**config.mk**
```make
export PLATFORM = sky130hd
export DESIGN_NAME = morse_key_encoder
export DESIGN_NICKNAME = d
export VERILOG_FILES = /design/src/rtl/morse_key_encoder.sv
export SDC_FILE = /design/constraint.sdc
export NUM_CORES = 1
export LEC_CHECK = 0
export ABC_CLOCK_PERIOD_IN_PS = 1800
export BUFFER_PORTS_ARGS = -buffer_cell sky130_fd_sc_hd__buf_4
export CORE_AREA = 3 3 59 61
export DETAILED_ROUTE_END_ITERATION = 16
export DIE_AREA = 0 0 62 64
export GPL_ROUTABILITY_DRIVEN = 0
export PLACE_DENSITY = 0.86
export SYNTH_ARGS = -nofsm -noshare
export SYNTH_HDL_FRONTEND = slang
export SYNTH_SLANG_ARGS = --single-unit
```
**constraint.sdc**
```tcl
create_clock -name clock_i -period 1.8 [get_ports clock_i]
set_input_delay 0 -clock clock_i [delete_from_list [all_inputs] [get_ports clock_i]]
set_output_delay 0 -clock clock_i [all_outputs]
set_load 0.01 [all_outputs]
```
**src/rtl/morse_key_encoder.sv**
```systemverilog
// ============================================================================
// morse_key_encoder: turns P1 key presses into 2-bit Morse symbols, packs them
// into letter words and strobes each finished word into the game RAM.
// Revision: 1.0
// ============================================================================
`default_nettype none

module morse_key_encoder #(
  parameter int DASH_TICKS = 3,
  parameter int MAX_TICKS  = 7,
  parameter int SLOTS      = 5,
  parameter int DEPTH      = 16
) (
  input  logic                         clock_i,
  input  logic                         reset_i,
  input  logic                         enable_i,
  input  logic                         tick_i,
  input  logic                         key_n_i,
  input  logic                         next_n_i,
  input  logic                         done_n_i,
  output logic [2*SLOTS-1:0]           q_o,
  output logic                         write_o,
  output logic [$clog2(DEPTH)-1:0]     addr_o,
  output logic [$clog2(SLOTS+1)-1:0]   count_o,
  output logic                         full_o,
  output logic                         finished_o
);

  localparam int QW = 2 * SLOTS;
  localparam int AW = $clog2(DEPTH);
  localparam int CW = $clog2(SLOTS + 1);
  localparam int DW = $clog2(MAX_TICKS + 1);

  typedef enum logic [2:0] {
    S_IDLE    = 3'd0,
    S_PRESS   = 3'd1,
    S_COMMIT  = 3'd2,
    S_HOLD    = 3'd3,
    S_ADVANCE = 3'd4,
    S_DONE    = 3'd5
  } state_t;

  state_t        state_q;
  logic [2:0]    meta_q, sync_q, prev_q;
  logic [2:0]    act, edg;
  logic [QW-1:0] q_q;
  logic [AW-1:0] addr_q;
  logic [CW-1:0] count_q;
  logic [DW-1:0] dur_q, dur_d;
  logic [1:0]    sym_d;
  logic          write_q, full_q, finished_q, commit_pend_q, done_pend_q;

  // Bit order in the synchroniser: {done, next, key}; inverted to active-high.
  assign act = ~sync_q;
  assign edg = act & ~prev_q;

  // A tick arriving with the release is counted before the symbol is chosen.
  always_comb begin
    dur_d = dur_q;
    if (tick_i && enable_i && (dur_q != DW'(MAX_TICKS))) begin
      dur_d = dur_q + DW'(1);
    end
    sym_d = (dur_d >= DW'(DASH_TICKS)) ? 2'b11 : 2'b01;
  end

  always_ff @(posedge clock_i) begin
    if (reset_i) begin
      meta_q        <= 3'b111;
      sync_q        <= 3'b111;
      prev_q        <= 3'b000;
      state_q       <= S_IDLE;
      q_q           <= '0;
      addr_q        <= '0;
      count_q       <= '0;
      dur_q         <= '0;
      write_q       <= 1'b0;
      full_q        <= 1'b0;
      finished_q    <= 1'b0;
      commit_pend_q <= 1'b0;
      done_pend_q   <= 1'b0;
    end else begin
      meta_q <= {done_n_i, next_n_i, key_n_i};
      sync_q <= meta_q;
      prev_q <= act;
      case (state_q)
        S_IDLE, S_PRESS: begin
          if (!enable_i) begin
            state_q <= S_IDLE;
          end else if (edg[2]) begin
            if (count_q != '0) begin
              state_q     <= S_COMMIT;
              write_q     <= 1'b1;
              done_pend_q <= 1'b1;
            end else begin
              state_q    <= S_DONE;
              finished_q <= 1'b1;
            end
          end else if (state_q == S_PRESS) begin
            if (!act[0]) begin
              q_q           <= {q_q[QW-3:0], sym_d};
              count_q       <= count_q + CW'(1);
              commit_pend_q <= edg[1];
              state_q       <= S_IDLE;
            end else begin
              dur_q <= dur_d;
            end
          end else if ((count_q == CW'(SLOTS)) || commit_pend_q ||
                       (edg[1] && (count_q != '0) && !full_q)) begin
            // q last changed at least one cycle ago, so write may rise now.
            state_q <= S_COMMIT;
            write_q <= 1'b1;
          end else if (edg[0] && !full_q) begin
            state_q <= S_PRESS;
            dur_q   <= '0;
          end
        end
        S_COMMIT: begin
          write_q <= 1'b0;
          state_q <= S_HOLD;
        end
        S_HOLD: begin
          state_q <= S_ADVANCE;
        end
        S_ADVANCE: begin
          q_q           <= '0;
          count_q       <= '0;
          commit_pend_q <= 1'b0;
          if (addr_q == AW'(DEPTH - 1)) begin
            full_q <= 1'b1;
          end else begin
            addr_q <= addr_q + AW'(1);
          end
          if (done_pend_q) begin
            state_q    <= S_DONE;
            finished_q <= 1'b1;
          end else begin
            state_q <= S_IDLE;
          end
        end
        default: begin
          state_q <= S_DONE;
        end
      endcase
    end
  end

  assign q_o        = q_q;
  assign write_o    = write_q;
  assign addr_o     = addr_q;
  assign count_o    = count_q;
  assign full_o     = full_q;
  assign finished_o = finished_q;

endmodule

`default_nettype wire

```
# After elaboration in Yosys (flattened, before gate mapping)
# Cells that the tools add are included.
# word_totals
register_bits	37
latch_bits	0
ram_bits	0
mem_bits_ro	0
input_bits	7
output_inout_bits	20
wordCells	106
mem_count	0
# classes
n_addsub	3
multipliers	0
n_div	0
order_cmp	1
n_eq_ne	21
n_shift	0
mux	41
bitwise_logic	5
n_reduce_logical	22
# ops
cell	n
2-to-1 mux 3 bit	17
2-to-1 mux 10 bit	4
case mux 10 bit (2 select lines)	1
inequality test 2 bit, second input constant	9
AND reduction 5 bit	3
2-to-1 mux 1 bit	13
inequality test 3 bit, second input constant	4
case mux 3 bit (4 select lines)	1
adder 3 x 1 -> 3 bit, second input constant	2
equality test 3 x 2 -> 1 bit, second input constant	2
equality test 3 bit, second input constant	2
inequality test 6 bit, second input constant	1
inverter 3 bit	2
case mux 1 bit (2 select lines)	3
case mux 3 bit (2 select lines)	1
AND reduction 2 bit	3
AND reduction 6 bit	1
nonzero test 2 bit	3
logical AND 1 bit	5
inequality test 5 bit, second input constant	1
adder 4 x 1 -> 4 bit, second input constant	1
equality test 4 bit, second input constant	1
AND reduction 4 bit	1
AND 3 bit	1
9 further kinds	11

# Longest topological paths before layout
# Gate-level depths: netlist of the first run.
# depth
depth_word	10
depth_mapped	7
depth_no_buf	6

# Least setup slack after synthesis of the first run
# No wires, ideal clock.
# synth_path
kind	reg2reg
start	reg count_q[1] (netlist: count_o[1])
end	reg dur_q[1]
setup_time_ns	0.120
arrival_ns	1.488
t_required_ns	1.680
path_slack_ns	0.192
path_stages_with_launch	7
path_buffers	0
period_less_slack_ns	1.608
cell_sequence	dfxtp_1 > inv_1 > ha_1 > a2111oi_0 > o211ai_1 > a21oi_1 > o2bb2ai_1
# synth_between
elab_chain_len	6
elab_cells_between_ends	8
cone_classes	eq/ne: 2; reduce/logical: 6
# synth_rtl
item	line_no	source
start, declared	48	logic [CW-1:0] count_q;
start signal, assigned	101	count_q <= count_q + CW'(1);
nonzero test 3 bit	108	(edg[1] && (count_q != '0) && !full_q)) begin
logical AND 1 bit (2 in a row)	108	
logical OR 1 bit (*)	107	end else if ((count_q == CW'(SLOTS)) || commit_pend_q ||
inequality test 2 bit (no line) (*)	n/a	
AND reduction 6 bit (no line) (*)	n/a	
end signal, assigned	105	dur_q <= dur_d;
end, declared	49	logic [DW-1:0] dur_q, dur_d;
# Every way passes the cells marked *; elsewhere a longest branch is shown, timed or not.
# A chain may end at the register's enable or synchronous reset.

# Worst setup path after layout of the first run
# layout_path
start	reg dur_q[0]
end	reg dur_q[1]
# layout_between
elab_chain_len	5
elab_cells_between_ends	6
cone_classes	add/sub: 1; eq/ne: 1; mux: 3; reduce/logical: 1
# layout_rtl
item	line_no	source
branches (longest 2 deep; another with adder 3 x 1 -> 3 bit)	n/a	
2-to-1 mux 3 bit (*)	60	if (tick_i && enable_i && (dur_q != DW'(MAX_TICKS))) begin
2-to-1 mux 3 bit (*)	99	if (!act[0]) begin
2-to-1 mux 3 bit (*)	98	end else if (state_q == S_PRESS) begin
# Mark *: on every way between the ends. The select of a mux whose other input is x is not followed.

==> results.py, run 1 <==
metrics = {
    "run_status": {
        "status": "finished clean",
    },
    "timing": {
        "layout_min_cycle_time_ns": 1.62,
        "fmax_ghz": 0.617,
        "rsz0062_at_grt": "no",
        "fin_skew_ns": 0.00900,
        "worstMarginPinSlew_ns": 0.405,
        "min_period_over_period_pct": 90.0,
        "relSlewSlack_pct": 72.9,
        "fin_setup_tns_ns": 0,
        "slew_viol_final": 0,
        "setup_ws_ns": 0.180,
        "hold_viol": 0,
        "setup_viol": 0,
    },
    "floorplanning": {
        "row_count": 20,
        "initial_core_util_pct": 54.2,
        "dieArea_um2": 3970,
        "num_io_pins": 27,
        "die_w_um": 62,
        "core_um2": 3030,
        "die_y_um": 64,
    },
    "setup_path": {
        "arrival_ns": 1.88,
        "endpoint": "dur_q[1]",
        "timing.rr.end": "dur_q[1]",
        "path_buf_inv": 0,
        "cp_data_required_time_ns": 2.06,
        "path_class": "register to register",
        "cp-startpoint": "dur_q[0]",
        "crit_chain": "ha_1 > ha_1 > nand3b_1 > or2_0 > a21oi_1 > o2bb2ai_1",
        "crit_cells": 6,
        "worstSetupStartpointType": "register",
        "end_kind": "register",
        "rr_startpoint": "dur_q[0]",
        "worstPathMaxFanout": 6,
        "cp_common_cell": "ha_1",
        "r2r_slack_ns": 0.18,
        "r2r_cells": 6,
        "max_stage_delay_ns": 0.38,
        "slowest_stage": "dfxtp_1",
        "cp_top_family": "simple AND/OR/NAND/NOR gates",
    },
    "clock_tree": {
        "clk_pin_slew_ns": 0.11,
        "cts_buffers": 5,
        "clock_path_buffers": 2,
        "cts_tree": "yes",
        "clock-sinks": 37,
        "cts_root_buffer": "clkbuf_4",
        "htree_num_levels": 2,
        "clock_latency_ns": 0.35,
    },
    "logic_synthesis": {
        "synthCells": 186,
        "yosysTopAreaCell": "dfxtp_1",
        "netlist_area_um2": 1640,
        "synth_common_cells": "37 x dfxtp_1, 21 x a21oi_1, 20 x nand2_1",
        "ys_async_sr_fraction_pct": 0,
        "postSynthAreaPerCell_um2": 8.82,
        "netlist.area_leader.share_pct": 45.2,
        "yosys-top-cells-area": "dfxtp_1 45%, a21oi_1 6.4%, ha_1 4.6%, nand2_1 4.6%, nand3_1 4.3%",
        "synth_seq_cells": 37,
        "synth-main-ff-cell": "dfxtp_1",
        "synth_edf_count": 0,
        "seq_area_frac_synth_pct": 45.2,
        "synthMostInstantiatedCell": "dfxtp_1",
        "syn_nets": 199,
        "synth_cell_types": 45,
        "yosysWarnings": 0,
    },
    "routing": {
        "vias": 1407,
        "wire_per_inst_um": 12.2,
        "drtPass1Iterations": 4,
        "ant_nets": 0,
        "drt_iter0_drc": 71,
        "avgViaCountPerCell": 5.37,
        "drc_errors": 0,
        "routed_wl_um": 3190,
    },
    "layout": {
        "fillers": 251,
        "drive_gt1_share_pct": 26.1,
        "nNetsFinal": 230,
        "n_antenna_cell": 0,
        "area_delta_synth_final_pct": 22.0,
    },
    "power": {
        "power_frac_seq_pct": 55.0,
        "ir_drop_v": 0.000566,
        "swShare_pct": 22.9,
        "p_int_mw": 1.19,
        "power_density_nw_per_um2": 769,
        "combPwrFrac_pct": 8.1,
        "p_leak_nw": 0.795,
        "p_clk_share_pct": 36.9,
        "p_total_mw": 1.54,
        "switchingPower_mw": 0.352,
    },
    "grt": {
        "antenna_found_initial": 0,
        "grt_start_max_net_pins": 37,
        "grt_usage_pct": 18.1,
        "grt.overflow.total": 0,
        "grt_pass1_vias": 1235,
        "grt_first_pass_wirelength_um": 5300,
    },
    "min_path": {
        "min_path_type": "input port to register",
    },
    "placed_design": {
        "portBuffers": 26,
        "pre_cts_ws_ns": 0.0619,
        "dp_hpwl_um": 2290,
    },
    "run": {
        "drv_cap": 0,
    },
}
## power by group through the flow
| stage | combinational [mW] | sequential, mW | clock (mW) |
|---|---|---|---|
| after floorplan | 0.0812 | 0.862 | 0 |
| after CTS | 0.121 | 0.846 | 0.589 |
| after global placement | 0.114 | 0.864 | 0 |
| after detailed placement | 0.116 | 0.865 | 0 |
| after global routing | 0.138 | 0.849 | 0.630 |
| final | 0.124 | 0.846 | 0.567 |
## cell type report
type,count,area (µm²),area share (%)
Multi-Input combinational cell,132,832,41.6
Clock inverter,2,38.8,1.94
Inverter,6,22.5,1.13
Clock buffer,6,41.3,2.06
Sequential cell,37,741,37.0
Tap cell,44,55.1,2.75
Timing Repair Buffer,35,270,13.5
## cell families after synthesis
family | count (synthesis) | synth area share (%)
AO/OA/AOI/OAI | 37 | 14.8
XOR/XNOR | 3 | 1.60
adder cells (fa/ha/maj) | 7 | 5.19
buffers and inverters | 17 | 4.50
flip-flops | 37 | 45.2
multiplexers | 1 | 0.610
AND/OR/NAND/NOR | 84 | 28.1
## worst min path at each step
stage	start	endpoint	slack [ns]	depth (start not counted)
floorplan	key_n_i	meta_q[0]	0.10	1
global placement	next_n_i	meta_q[1]	0.18	2
detailed placement	key_n_i	meta_q[0]	0.19	2
CTS	reset_i	prev_q[1]	0.009	2
global route	reset_i	prev_q[1]	0.02	2
finish	tick_i	dur_q[0]	0.02	4
## state kept, by name, indices dropped and copies added, names as in the netlist
name and flops:
addr_o 4, commit_pend_q 1, count_o 3, done_pend_q 1, dur_q 3, finished_o 1
full_o 1, meta_q 3, prev_q 3, q_o 10, state_q 3, sync_q 3
write_o 1
## timing repair
action	in CTS	in global routing
hold endpoints to repair	3	0
setup buffers	0	1
hold buffers	3	0
setup endpoints to repair	0	4
gates resized for setup	0	3
## layout by cell type, fill, tap and decap left out, types with 6 or more instances in the layout
cell     Yosys  layout
a21oi_1     21      21
buf_4        0      32
dfxtp_1     37      37
ha_1         6       6
inv_1        6       6
nand2_1     20      20
nand3_1     14      14
nor2_1      17      17
or2_2        9       9
## through the flow
step | cell area (µm²) | hold slack [ns] | util [%] | instances
after floorplan | 1640 | 0.104 | - | 186
after global placement | 1880 | 0.184 | 62.0 | 250
after detailed placement | 1880 | 0.188 | 62.0 | 250
after CTS | 1990 | 0.00876 | 65.6 | 261
after global routing | 2000 | 0.0232 | 66.1 | 262
final | 2000 | 0.0176 | 66.1 | 262
## metal layers
layer	share of wire [%]	wire, µm	global-route usage, %	vias up
met5	0	0	0	-
met1	46	1470	23.0	652
li1	-	-	-	715
met2	47	1500	26.3	33
met3	4.9	156	6.67	7
met4	2.3	74	9.28	0
## worst min-delay path, cell delays in order
cell       delay, ns
buf_4           0.11
nand2_1         0.06
o41ai_2         0.06
o2bb2ai_1       0.10
Note: power is estimated with default switching activity, not from simulation.
==> run 2: changes to the inputs <==
Settings changed: ABC_CLOCK_PERIOD_IN_PS 1800 to 1650, SETUP_SLACK_MARGIN from default to 0.2.
Clock period 1.8 ns to 1.65 ns, I/O delays scaled along.
==> run 2 against run 1 <==
Net effect: register-to-register slack lost 0.08 ns; largest power group unchanged; design area up 17%; sequential power grew 9.1%; largest cell class unchanged; routed wire length rose by 21%; non-clock buffer count rose by 13; clock-buffer cell count is the same.
==> results.py, run 2 (synthesized netlist as in run 1, its figures left out) <==
metrics = {
    "timing": {
        "fin_hold_ws_ns": 0.0194,
        "rsz0062_at_grt": "yes",
        "setup_viol": 0,
        "fin_skew_ns": 0.00579,
        "setup_ws_ns": 0.101,
        "worstMarginPinSlew_ns": 0.419,
        "layout_min_cycle_time_ns": 1.55,
        "relSlewSlack_pct": 72.0,
        "slew_viol_final": 0,
        "hold_viol": 0,
        "fin_setup_tns_ns": 0,
        "fmax_ghz": 0.646,
        "min_period_over_period_pct": 93.9,
    },
    "layout": {
        "largest_register_ffs": 10,
        "fin_area_um2": 2330,
        "final_cells": 275,
        "drive_gt1_share_pct": 44.2,
        "final_common_cell": "buf_4",
        "n_antenna_cell": 0,
        "area_delta_synth_final_pct": 42.1,
        "final_util_pct": 77.0,
        "final_cell_mix": "38 x buf_4, 27 x dfxtp_1, 20 x nand2_1",
        "nNetsFinal": 243,
    },
    "grt": {
        "grt_start_max_net_pins": 37,
        "grt_first_pass_wirelength_um": 5250,
        "antenna_found_initial": 0,
        "grt_usage_pct": 17.4,
        "grt.overflow.total": 0,
        "grt_pass1_vias": 1231,
    },
    "routing": {
        "routed_wl_um": 3850,
        "drtPass1Iterations": 4,
        "vias": 1471,
        "avgViaCountPerCell": 5.35,
        "wire_per_inst_um": 14.0,
        "ant_nets": 0,
        "drt_iter0_drc": 86,
        "drc_errors": 0,
    },
    "setup_path": {
        "crit_chain": "nand2b_4 > or4_4 > nor4_4 > o2bb2ai_1",
        "path_buf_inv": 0,
        "end_kind": "register",
        "worstSetupStartpointType": "register",
        "path_class": "register to register",
        "cp_data_required_time_ns": 1.94,
        "max_stage_delay_ns": 0.47,
        "slowest_stage": "or4_4",
        "arrival_ns": 1.84,
        "worstPathMaxFanout": 4,
        "cp_top_family": "simple AND/OR/NAND/NOR gates",
    },
    "min_path": {
        "min_path_type": "input port to register",
    },
    "power": {
        "p_total_mw": 1.77,
        "power_density_nw_per_um2": 760,
        "p_leak_nw": 0.921,
        "ir_drop_v": 0.000651,
    },
    "floorplanning": {
        "num_io_pins": 27,
        "die_y_um": 64,
        "dieArea_um2": 3970,
        "die_w_um": 62,
        "initial_core_util_pct": 54.2,
        "row_count": 20,
        "core_um2": 3030,
    },
    "placed_design": {
        "dp_hpwl_um": 2190,
        "pre_cts_ws_ns": 0.0815,
        "portBuffers": 26,
        "post_dp_cell_area_um2": 1930,
        "placed_cells": 251,
    },
    "clock_tree": {
        "cts_root_buffer": "clkbuf_4",
        "cts_buffers": 5,
        "clock-sinks": 37,
        "cts_tree": "yes",
        "clock_path_buffers": 2,
        "clk_pin_slew_ns": 0.11,
        "clock_latency_ns": 0.36,
        "htree_num_levels": 2,
    },
    "run_status": {
        "status": "finished clean",
    },
    "run": {
        "drv_cap": 0,
    },
}
run 2: cell type report:
class / count / area, µm²
multi-input cells: 132 / 990
flip-flops and latches: 37 / 766
fillers: 195 / 697
repair buffers: 48 / 405
well taps: 44 / 55.1
clock buffers: 6 / 51.3
clock inverters: 2 / 36.3
inverters: 6 / 27.5
run 2: repair_timing:
| action | in CTS | in global routing |
|---|---|---|
| resized for setup | 9 | 37 |
| pin swaps | 8 | 13 |
| setup endpoints to repair | 20 | 22 |
| hold buffers | 3 | 0 |
| setup buffers | 3 | 9 |
| cloned | 0 | 1 |
| hold endpoints to repair | 3 | 0 |
run 2: routing by layer:
metal	GRT usage [%]	routed length (µm)
met1	22.3	1750
met2	26.9	1890
met3	5.45	133
met4	5.84	82
met5	0	0
run 2: worst paths after layout:
kind / from / to / slack [ns] / cells past startpoint
worst min register to register: meta_q[2] / sync_q[2] / 0.42 / 1
worst max-delay path: state_q[1] / dur_q[2] / 0.10 / 4
worst max register to register: state_q[1] / dur_q[2] / 0.10 / 4
worst min-delay path: reset_i / prev_q[0] / 0.02 / 2
run 2: worst reg2reg max path: stages, from the launching register on:
cell	delay (ns)
dfxtp_4	0.38
nand2b_4	0.16
or4_4	0.47
nor4_4	0.33
o2bb2ai_1	0.15
run 2: report_power, final:
group / internal, mW / leakage (nW) / switching (mW)
clock network: 0.361 / 0.0488 / 0.307
logic: 0.0890 / 0.567 / 0.0908
registers: 0.905 / 0.306 / 0.0178
==> run 3: changes to the inputs <==
Settings changed: ABC_CLOCK_PERIOD_IN_PS 1650 to 1400, CORE_AREA 3 3 59 61 to 3 3 62 64, DIE_AREA 0 0 62 64 to 0 0 65 67, PLACE_DENSITY 0.86 to 0.82.
Clock period 1.65 ns to 1.4 ns, I/O delays scaled along.
==> run 3 against run 2 <==
Net effect: maximum frequency shrank 1.2%; clock skew grew 0.0035 ns; the run now ends with negative setup slack left; highest routed layer unchanged; largest cell class unchanged; flip-flop and latch count unchanged.
==> results.py, run 3 (synthesized netlist as in run 1, its figures left out) <==
metrics = {
    "run_status": {
        "status": "complete, but fails checks",
        "violations": "negative setup slack",
    },
    "min_path": {
        "holdCritStartpoint": "reset_i",
        "min_path_type": "input port to register",
    },
    "timing": {
        "fin_skew_ns": 0.00927,
        "slew_viol_final": 0,
        "setup_ws_ns": -0.167,
        "layout_min_cycle_time_ns": 1.57,
        "rsz0062_at_grt": "yes",
        "relSlewSlack_pct": 72.8,
        "hold_viol": 0,
        "worstMarginPinSlew_ns": 0.408,
        "setup_viol": 20,
        "min_period_over_period_pct": 112,
        "fmax_ghz": 0.638,
    },
    "layout": {
        "fillers": 189,
        "final_util_pct": 82.2,
        "largest_register_ffs": 10,
        "final_cell_mix": "48 x buf_4, 28 x dfxtp_1, 18 x nand2_1",
        "nNetsFinal": 263,
        "area_delta_synth_final_pct": 67.2,
        "final_common_cell": "buf_4",
        "drive_gt1_share_pct": 60.0,
        "n_antenna_cell": 0,
    },
    "clock_tree": {
        "cts_root_buffer": "clkbuf_4",
        "cts_tree": "yes",
        "clock_latency_ns": 0.35,
        "clock-sinks": 37,
        "htree_num_levels": 2,
        "clock_path_buffers": 2,
        "clk_pin_slew_ns": 0.11,
        "cts_buffers": 5,
    },
    "grt": {
        "grt.overflow.total": 0,
        "grt_use_met3_pct": 5.90,
        "grt_pass1_vias": 1546,
        "grt_usage_pct": 22.3,
        "use_met1_pct": 23.4,
        "antenna_found_initial": 0,
        "grt_start_max_net_pins": 37,
        "grt.busiest_layer": "met2",
        "met2_usage_pct": 39.8,
        "grt_first_pass_wirelength_um": 7250,
    },
    "floorplanning": {
        "num_io_pins": 27,
        "die_y_um": 67,
        "row_count": 21,
        "core_um2": 3340,
        "die_w_um": 65,
        "initial_core_util_pct": 49.2,
        "dieArea_um2": 4360,
    },
    "power": {
        "p_clk_share_pct": 29.7,
        "p_total_mw": 1.97,
        "switchingPower_mw": 0.520,
        "power_density_nw_per_um2": 717,
        "power_frac_seq_pct": 55.2,
        "swShare_pct": 26.4,
        "p_int_mw": 1.45,
        "p_leak_nw": 1.05,
        "ir_drop_v": 0.000678,
        "combPwrFrac_pct": 15.1,
    },
    "setup_path": {
        "cp-startpoint": "count_o[1]",
        "arrival_ns": 1.79,
        "path_class": "register to register",
        "cp_data_required_time_ns": 1.62,
        "crit_chain": "inv_4 > ha_4 > buf_6 > a21oi_4 > o31ai_4 > o41ai_2 > a41oi_2",
        "cp_top_family": "compound AO/OA/AOI/OAI gates",
        "worstSetupStartpointType": "register",
        "end_kind": "register",
        "r2r_slack_ns": -0.17,
        "crit_cells": 7,
        "slowest_stage": "o41ai_2",
        "r2r_cells": 7,
        "max_stage_delay_ns": 0.40,
        "rr_startpoint": "count_o[1]",
        "path_buf_inv": 2,
        "timing.rr.end": "state_q[0]",
        "worstPathMaxFanout": 3,
        "endpoint": "state_q[0]",
    },
    "routing": {
        "vias": 1683,
        "wire_per_inst_um": 17.2,
        "drtPass1Iterations": 4,
        "ant_nets": 0,
        "avgViaCountPerCell": 5.69,
        "drc_errors": 0,
        "drt_iter0_drc": 136,
        "routed_wl_um": 5100,
    },
    "placed_design": {
        "dp_hpwl_um": 2650,
        "portBuffers": 26,
    },
    "run": {
        "drv_cap": 0,
    },
}
run 3: worst min-delay path by stage:
stage / end / slack [ns] / depth (start not counted)
after floorplan: meta_q[0] / 0.10 / 1
after global placement: meta_q[0] / 0.18 / 2
after detailed placement: meta_q[0] / 0.19 / 2
after CTS: prev_q[1] / 0.02 / 2
after global routing: addr_o[3] / 0.06 / 2
final: done_pend_q / 0.05 / 2
run 3: layout make-up:
class,instances,area [µm²],area share (%)
Clock buffer,6,51.3,1.87
Timing Repair Buffer,68,622,22.7
Clock inverter,1,7.51,0.274
Tap cell,46,57.6,2.10
Sequential cell,37,764,27.9
Multi-Input combinational cell,132,1210,44.2
Inverter,6,27.5,1.00
run 3: power groups by stage:
stage | clock [mW] | combinational (mW) | sequential [mW]
floorplan | 0 | 0.122 | 1.10
global placement | 0 | 0.190 | 1.10
detailed placement | 0 | 0.194 | 1.10
CTS | 0.595 | 0.252 | 1.08
global route | 0.646 | 0.317 | 1.09
finish | 0.584 | 0.298 | 1.09
run 3: per-layer routing:
layer  routed length [µm]  vias to the layer above
met5                    0                        -
met2                 2680                       83
met4                  193                        0
li1                     -                      781
met3                  279                       25
met1                 1950                      794
run 3: repair_timing:
item,CTS,global route
hold endpoints to repair,3,0
gates cloned,2,1
gates resized for setup,39,34
hold buffers,3,0
setup endpoints to repair,27,28
pin swaps,21,26
buffers inserted,7,4
run 3: through the flow:
step	worst slack [ns]	setup TNS [ns]	hold WS [ns]	area (µm²)	instances
global placement	-0.0931	-0.362	0.184	2170	272
global route	-0.195	-2.28	0.0643	2740	296
detailed placement	-0.157	-0.630	0.188	2170	272
finish	-0.167	-1.42	0.0521	2740	296
CTS	-0.110	-0.752	0.0243	2510	291
floorplan	-0.0686	-0.246	0.104	1820	186
